==> config.mk <==
export PLATFORM = sky130hd
export DESIGN_NAME = cpu_controller
export DESIGN_NICKNAME = d
export VERILOG_FILES = /design/src/rtl/cpu_controller.sv
export SDC_FILE = /design/constraint.sdc
export NUM_CORES = 1
export LEC_CHECK = 0
export BUFFER_PORTS_ARGS = -buffer_cell sky130_fd_sc_hd__buf_2
export CAP_MARGIN = 20
export CORE_MARGIN = 2
export CORE_UTILIZATION = 25
export CTS_CLUSTER_SIZE = 40
export DETAILED_ROUTE_END_ITERATION = 12
export GPL_TIMING_DRIVEN = 0
export PLACE_DENSITY = 0.56
export SLEW_MARGIN = 15
export SYNTH_ARGS = -nofsm -noshare
export SYNTH_HDL_FRONTEND = slang
export SYNTH_SLANG_ARGS = --single-unit
==> constraint.sdc <==
create_clock -name clk -period 2 [get_ports clk]
set_clock_uncertainty 0.05 [all_clocks]
set_input_delay 0.1 -clock clk [delete_from_list [all_inputs] [get_ports clk]]
set_output_delay 0.1 -clock clk [all_outputs]
set_load 0.02 [all_outputs]
==> src/rtl/cpu_controller.sv <==
// Multi-cycle instruction controller: accepts one 16-bit instruction, decodes it, strobes write enables in WRITEBACK.
// Latency: accept at edge N, strobes during the third cycle after it, ready again in the fourth; instrValid ignored while busy.
module cpu_controller #(
    parameter int REG_WIDTH     = 16,
    parameter int REG_ADDR_BITS = 4
) (
    input  logic                     clk,
    input  logic                     reset,
    input  logic                     instrValid,
    output logic                     instrReady,
    input  logic [15:0]              instruction,
    output logic [REG_ADDR_BITS-1:0] regAddressA,
    output logic [REG_ADDR_BITS-1:0] regAddressB,
    output logic [3:0]               aluOpCode,
    output logic                     immSelect,
    output logic [REG_WIDTH-1:0]     immediate,
    output logic                     regWriteEnable,
    output logic                     flagWriteEnable,
    output logic                     illegalInstr,
    output logic [15:0]              instrCount
);

    typedef enum logic [1:0] {
        IDLE      = 2'd0,
        DECODE    = 2'd1,
        EXECUTE   = 2'd2,
        WRITEBACK = 2'd3
    } state_t;

    state_t      state;
    state_t      state_nxt;
    logic [15:0] instr_q;
    logic [3:0]  op;
    logic [3:0]  code;
    logic        legal;
    logic        writes_reg;
    logic        writes_flag;

    always_ff @(posedge clk or negedge reset) begin
        if (!reset) begin
            state      <= IDLE;
            instr_q    <= '0;
            instrCount <= '0;
        end else begin
            state <= state_nxt;
            if (state == IDLE && instrValid) begin
                instr_q <= instruction;
            end
            if (state == WRITEBACK && legal) begin
                instrCount <= instrCount + 16'd1;
            end
        end
    end

    always_comb begin
        state_nxt = state;
        case (state)
            IDLE:      if (instrValid) state_nxt = DECODE;
            DECODE:    state_nxt = EXECUTE;
            EXECUTE:   state_nxt = WRITEBACK;
            WRITEBACK: state_nxt = IDLE;
            default:   state_nxt = IDLE;
        endcase
    end

    // op==0 selects the register form, whose ALU code lives in the opExt field
    always_comb begin
        op          = instr_q[15:12];
        code        = (op == 4'd0) ? instr_q[7:4] : op;
        legal       = 1'b0;
        writes_reg  = 1'b0;
        writes_flag = 1'b0;
        case (code)
            4'd1, 4'd2, 4'd3, 4'd4, 4'd6: begin
                legal      = 1'b1;
                writes_reg = 1'b1;
            end
            4'd5, 4'd7, 4'd9, 4'd10: begin
                legal       = 1'b1;
                writes_reg  = 1'b1;
                writes_flag = 1'b1;
            end
            4'd11: begin
                legal       = 1'b1;
                writes_flag = 1'b1;
            end
            default: ;
        endcase
    end

    // Decoded fields come straight from the latched instruction, so they hold through IDLE
    always_comb begin
        instrReady      = (state == IDLE);
        regAddressA     = REG_ADDR_BITS'(instr_q[11:8]);
        regAddressB     = REG_ADDR_BITS'(instr_q[3:0]);
        aluOpCode       = code;
        immSelect       = (op != 4'd0);
        immediate       = {{(REG_WIDTH-8){instr_q[7]}}, instr_q[7:0]};
        regWriteEnable  = 1'b0;
        flagWriteEnable = 1'b0;
        illegalInstr    = 1'b0;
        if (state == WRITEBACK) begin
            regWriteEnable  = writes_reg;
            flagWriteEnable = writes_flag;
            illegalInstr    = !legal;
        end
    end

endmodule

[Word level (Yosys, flattened, before mapping)]
Index checks and enable logic that the tools add are counted.
Word-level totals
  register bits: 34
  logic and storage cells: 36
  bits of input ports: 19
  output and inout port bits: 49
Operators by class
  reductions and logical operators: 9
  muxes and demuxes: 9
  eq/ne operators: 14
  add/sub/neg operators: 1
Operator list (count)
  16-bit by 1-bit adder with 16-bit output, second input constant: 1
  4-bit by 3-bit == test with 1-bit output, second input constant: 4
  4-bit == test, second input constant: 3
  10-bit OR reduction: 1
  9-bit OR reduction: 1
  4-bit by 2-bit == test with 1-bit output, second input constant: 2
  2-bit case mux with 4 select lines: 1
  1-bit two-way mux: 6
  5-bit OR reduction: 1
  2-bit == test, second input constant: 2
  4-bit by 1-bit == test with 1-bit output, second input constant: 1
  4-bit zero test: 1
  4-bit two-way mux: 1
  4-bit nonzero test: 1
  2-bit by 1-bit == test with 1-bit output, second input constant: 1
  1-bit logical AND: 2
  2-bit zero test: 1
  2-bit two-way mux: 1
  2-bit inequality test, second input constant: 1
  1-bit zero test: 1

[Logic depth before layout (Yosys ltp)]
  depth in word-level cells: 7
  mapped depth: 6
  gate-level depth less buffers: 5

[Worst setup path after synthesis]
Ideal clock, no wire load.
  kind: reg-to-output
  from: register instr_q[15]
  to: output port regWriteEnable
  required time: 1.850 ns
  cell stages (with the launch flop): 4
  arrival time: 1.592 ns
  path slack: 0.258 ns
  buffers on the path: 0
  cells stage by stage: dfrtp_1 -> nor4b_1 -> nor4_1 -> a221oi_1
Between the ends
  longest elaborated chain between the ends: 6
  elaborated cells between the ends (all ways): 14
  classes of those cells: eq/ne (9); mux (3); reduce/logical (2)
RTL lines
  start: declaration: RTL line 32  | logic [15:0] instr_q;
  start signal: assignment: RTL line 47  | instr_q <= instruction;
  4-bit zero test: RTL line 69  | code = (op == 4'd0) ? instr_q[7:4] : op;
  4-bit two-way mux *: RTL line 69
  4-bit by 3-bit == test with 1-bit output, or another cell as far along: RTL line 73  | case (code)
  9-bit OR reduction (no source line) *
  1-bit two-way mux *: RTL line 73
  1-bit two-way mux *: RTL line 102  | if (state == WRITEBACK) begin
  end: declaration: RTL line 17  | output logic regWriteEnable,
Mark *: on every way between the ends. The rest lies on a longest branch, timed or not.

[Worst setup path after layout]
  from: register instr_q[15]
  to: output port illegalInstr
Between the ends
  longest elaborated chain between the ends: 7
  elaborated cells between the ends (all ways): 16
  classes of those cells: eq/ne (10); mux (3); reduce/logical (3)
RTL lines
  4-bit zero test: RTL line 69
  4-bit two-way mux *: RTL line 69
  4-bit == test, or another cell as far along: RTL line 73
  10-bit OR reduction (no source line) *
  1-bit two-way mux *: RTL line 73
  1-bit zero test *: RTL line 105  | illegalInstr = !legal;
  1-bit two-way mux *: RTL line 102
  end: declaration: RTL line 19  | output logic illegalInstr,
Marks and branches as above.

==> impl_metrics.sql <==
INSERT INTO impl_metrics (metric_group, metric, value, unit) VALUES
('outcome', 'status', 'complete, no violations', ''),
('cells_and_area', 'area_growth', '41.4', '%'),
('synthesis', 'postSynth.topFlopCell', 'sky130_fd_sc_hd__dfrtp_1', ''),
('place', 'place.gp.congestion', '0.700', ''),
('drt', 'route.detailed.wl_per_inst', '12.1', 'µm'),
('timing', 'tightest_slew', '0.764', 'ns'),
('cts', 'numCtsBuffers', '5', ''),
('grt', 'grt_pass1_wl', '7000', 'µm'),
('synthesis', 'synth_top_cells_by_count', 'sky130_fd_sc_hd__dfrtp_1 (34), sky130_fd_sc_hd__buf_4 (25), sky130_fd_sc_hd__mux2_2 (16)', ''),
('grt', 'grt_pass1_vias', '1393', ''),
('drt', 'drc', '0', ''),
('timing', 'setup_total_negative_slack', '0', 'ns'),
('power', 'worst_ir_drop_vdd', '601', 'µV'),
('hold_path', 'hold_class', 'in2reg', ''),
('synthesis', 'synth_edf_count', '0', ''),
('grt', 'grt_antenna_before_repair', '0', ''),
('synthesis', 'synth_area_leader_cell', 'sky130_fd_sc_hd__dfrtp_1', ''),
('floorplan', 'io-pin-count', '68', ''),
('critical_path', 'timing.setup.critical_path_class', 'reg2out', ''),
('floorplan', 'core_area', '7250', 'µm²'),
('critical_path', 'worstPathMaxFanout', '10', ''),
('critical_path', 'cp-start-kind', 'flip-flop', ''),
('place', 'hpwl', '3100', 'µm'),
('power', 'leakage', '1.26', 'nW'),
('synthesis', 'netlist_area', '1870', 'µm²'),
('grt', 'maximum_number_of_pins_on_one_net_before_global_route_repair', '35', ''),
('cts', 'cts_max_path_buffers', '2', ''),
('floorplan', 'dieHeight', '90.4', 'µm'),
('cells_and_area', 'final_layout_size_suffix_gt1_frac', '0.545', ''),
('synthesis', 'synthesis.nets', '185', ''),
('place', 'dpl-instance-area', '2330', 'µm²'),
('drt', 'detail_route.first_pass.iterations', '4', ''),
('synthesis', 'synth.most_common_cell', 'sky130_fd_sc_hd__dfrtp_1', ''),
('grt', 'track_usage', '0.108', ''),
('cts', 'clkTransAtPathRegs', '0.07', 'ns'),
('floorplan', 'fp-row-count', '31', ''),
('critical_path', 'critPathRequiredTime', '1.85', 'ns'),
('synthesis', 'post_synthesis_cells', '162', ''),
('grt', 'grt_ovf', '0', ''),
('place', 'port_buffers', '67', ''),
('timing', 'report.final.hold_viol_count', '0', ''),
('cts', 'clock_root_buffer', 'sky130_fd_sc_hd__clkbuf_8', ''),
('critical_path', 'setup.worst_path.end_class', 'output port', ''),
('drt', 'viasPerCell', '4.25', ''),
('cells_and_area', 'final.fill_count', '740', ''),
('power', 'totalPowerFinal', '4.25', 'mW'),
('cells_and_area', 'antenna-diode-count', '0', ''),
('synthesis', 'cell_types_occupying_the_most_area_after_synthesis', 'sky130_fd_sc_hd__dfrtp_1 (46%), sky130_fd_sc_hd__buf_4 (10%), sky130_fd_sc_hd__mux2_2 (9.6%)', ''),
('cts', 'clock_latency_on_the_worst_skew_pair', '0.28', 'ns'),
('synthesis', 'synth_area_per_cell', '11.5', 'µm²'),
('timing', 'final_slew_viol_count', '0', ''),
('job', 'max_cap_viol_count', '0', ''),
('synthesis', 'synth_async_sr_flop_share', '1.00', ''),
('cts', 'cts_tree', 'built', ''),
('floorplan', 'floorplan.die.width', '90.4', 'µm'),
('floorplan', 'initial_core_util', '0.258', ''),
('drt', 'wl', '4290', 'µm'),
('synthesis', 'synth_warnings', '0', ''),
('timing', 'hold_slack', '0.0116', 'ns'),
('timing', 'timing.final.setup_violations', '0', ''),
('timing', 'time_the_final_worst_path_needs_with_i_o_delays_and_setup', '1.86', 'ns'),
('drt', 'vias', '1505', ''),
('timing', 'highest_achievable_clock_rate', '0.536', 'GHz'),
('floorplan', 'die-area', '8180', 'µm²'),
('drt', 'drtIter0Drc', '34', ''),
('critical_path', 'data_arrival_time_of_the_critical_path', '1.71', 'ns'),
('cts', 'numClockSinks', '34', ''),
('power', 'power_density', '1610', 'nW/µm²'),
('synthesis', 'post_synth_num_cell_types', '38', ''),
('cells_and_area', 'stdcell_area', '2640', 'µm²'),
('cts', 'cts_max_level', '2', ''),
('synthesis', 'yosysTopAreaCellShare', '0.455', ''),
('timing', 'layout_worst_path_cycle_share', '0.932', ''),
('drt', 'drt.antenna.violating_nets', '0', ''),
('synthesis', 'synth-seq-cells', '34', ''),
('cells_and_area', 'design.final.nets', '277', ''),
('synthesis', 'yosysSeqAreaShare', '0.455', ''),
('timing', 'timing.max_slew.rel_slack', '0.491', '');
==> worst max-delay path, cell delays in order (launching register included) <==
cell                      delay, ns
sky130_fd_sc_hd__dfrtp_2       0.49
sky130_fd_sc_hd__o32ai_4       0.50
sky130_fd_sc_hd__buf_6         0.21
sky130_fd_sc_hd__nor3_1        0.06
sky130_fd_sc_hd__buf_2         0.16
==> power by group <==
group / switching (mW) / internal [mW] / leakage (nW)
registers: 0.339 / 0.939 / 0.424
clock network: 0.240 / 0.278 / 0.0482
logic: 1.29 / 1.16 / 0.791
==> per-stage QoR <==
stage | cells | setup slack (ns) | util
after floorplan | 162 | 0.258 | -
after global placement | 328 | 0.148 | 0.321
after detailed placement | 328 | 0.128 | 0.321
after CTS | 347 | 0.0453 | 0.350
after global routing | 354 | -0.00598 | 0.364
final | 354 | 0.136 | 0.364
==> registers in the layout, summed over array words and instances (netlist names) <==
signal / count
instrCount: 16
instr_q: 16
state: 2
==> path summary, 6_finish.rpt <==
path,startpoint,endpoint,slack [ns],cells past startpoint
worst max-delay path,instr_q[15],illegalInstr,0.14,4
worst min-delay path,instruction[2],instr_q[2],0.01,2
worst max register to register,state[0],instr_q[6],0.19,5
worst min register to register,instrCount[15],instrCount[15],0.42,1
max in group asynchronous,reset,instr_q[15],1.00,2
min in group asynchronous,reset,instrCount[10],0.37,2
==> area by class of cell <==
class                           instances  area, µm²  area share
Buffer                                 28        209      0.0791
Multi-Input combinational cell         90        816       0.309
Tap cell                               99        124      0.0469
Inverter                               10       37.5      0.0142
Timing Repair Buffer                   85        508       0.192
Clock inverter                          1       5.00     0.00189
Sequential cell                        34        856       0.324
Clock buffer                            7       86.3      0.0327
==> kinds of logic after synthesis <==
logic type | synth area share
adder cells (fa/ha/maj) | 0.0268
AND/OR/NAND/NOR | 0.0904
flip-flops | 0.455
multiplexers | 0.104
AO/OA/AOI/OAI | 0.121
XOR/XNOR | 0.0703
buffers and inverters | 0.132
==> layout by cell type (no fill, tap or decap), types with 2 or more instances in the layout <==
master                           n
sky130_fd_sc_hd__and3_1          4
sky130_fd_sc_hd__buf_2          68
sky130_fd_sc_hd__buf_4          30
sky130_fd_sc_hd__clkbuf_8        6
sky130_fd_sc_hd__dfrtp_1        30
sky130_fd_sc_hd__dfrtp_2         4
sky130_fd_sc_hd__dlygate4sd3_1  14
sky130_fd_sc_hd__ha_1            4
sky130_fd_sc_hd__inv_1           9
sky130_fd_sc_hd__mux2_2         16
sky130_fd_sc_hd__nand2_1         2
sky130_fd_sc_hd__nand3_1         2
sky130_fd_sc_hd__nand4_1         2
sky130_fd_sc_hd__nor2_1          8
sky130_fd_sc_hd__nor3_1          2
sky130_fd_sc_hd__nor4b_4         2
sky130_fd_sc_hd__o2111ai_1       4
sky130_fd_sc_hd__o211ai_1        8
sky130_fd_sc_hd__o21ai_0         2
sky130_fd_sc_hd__xnor2_1        15
==> per-layer routing <==
layer / wire length, µm / track usage
met5: 0 / 0
met4: 30 / 0.0308
met3: 242 / 0.0309
met2: 2120 / 0.182
met1: 1900 / 0.134
==> what timing repair did <==
item                       in CTS  in global routing
hold endpoints to repair       44                  3
pin swaps                       0                  1
hold buffers                   11                  3
buffers inserted                0                  4
setup endpoints to repair       1                  3
resized for setup               2                  9
Power figures use the tool's default switching activity.
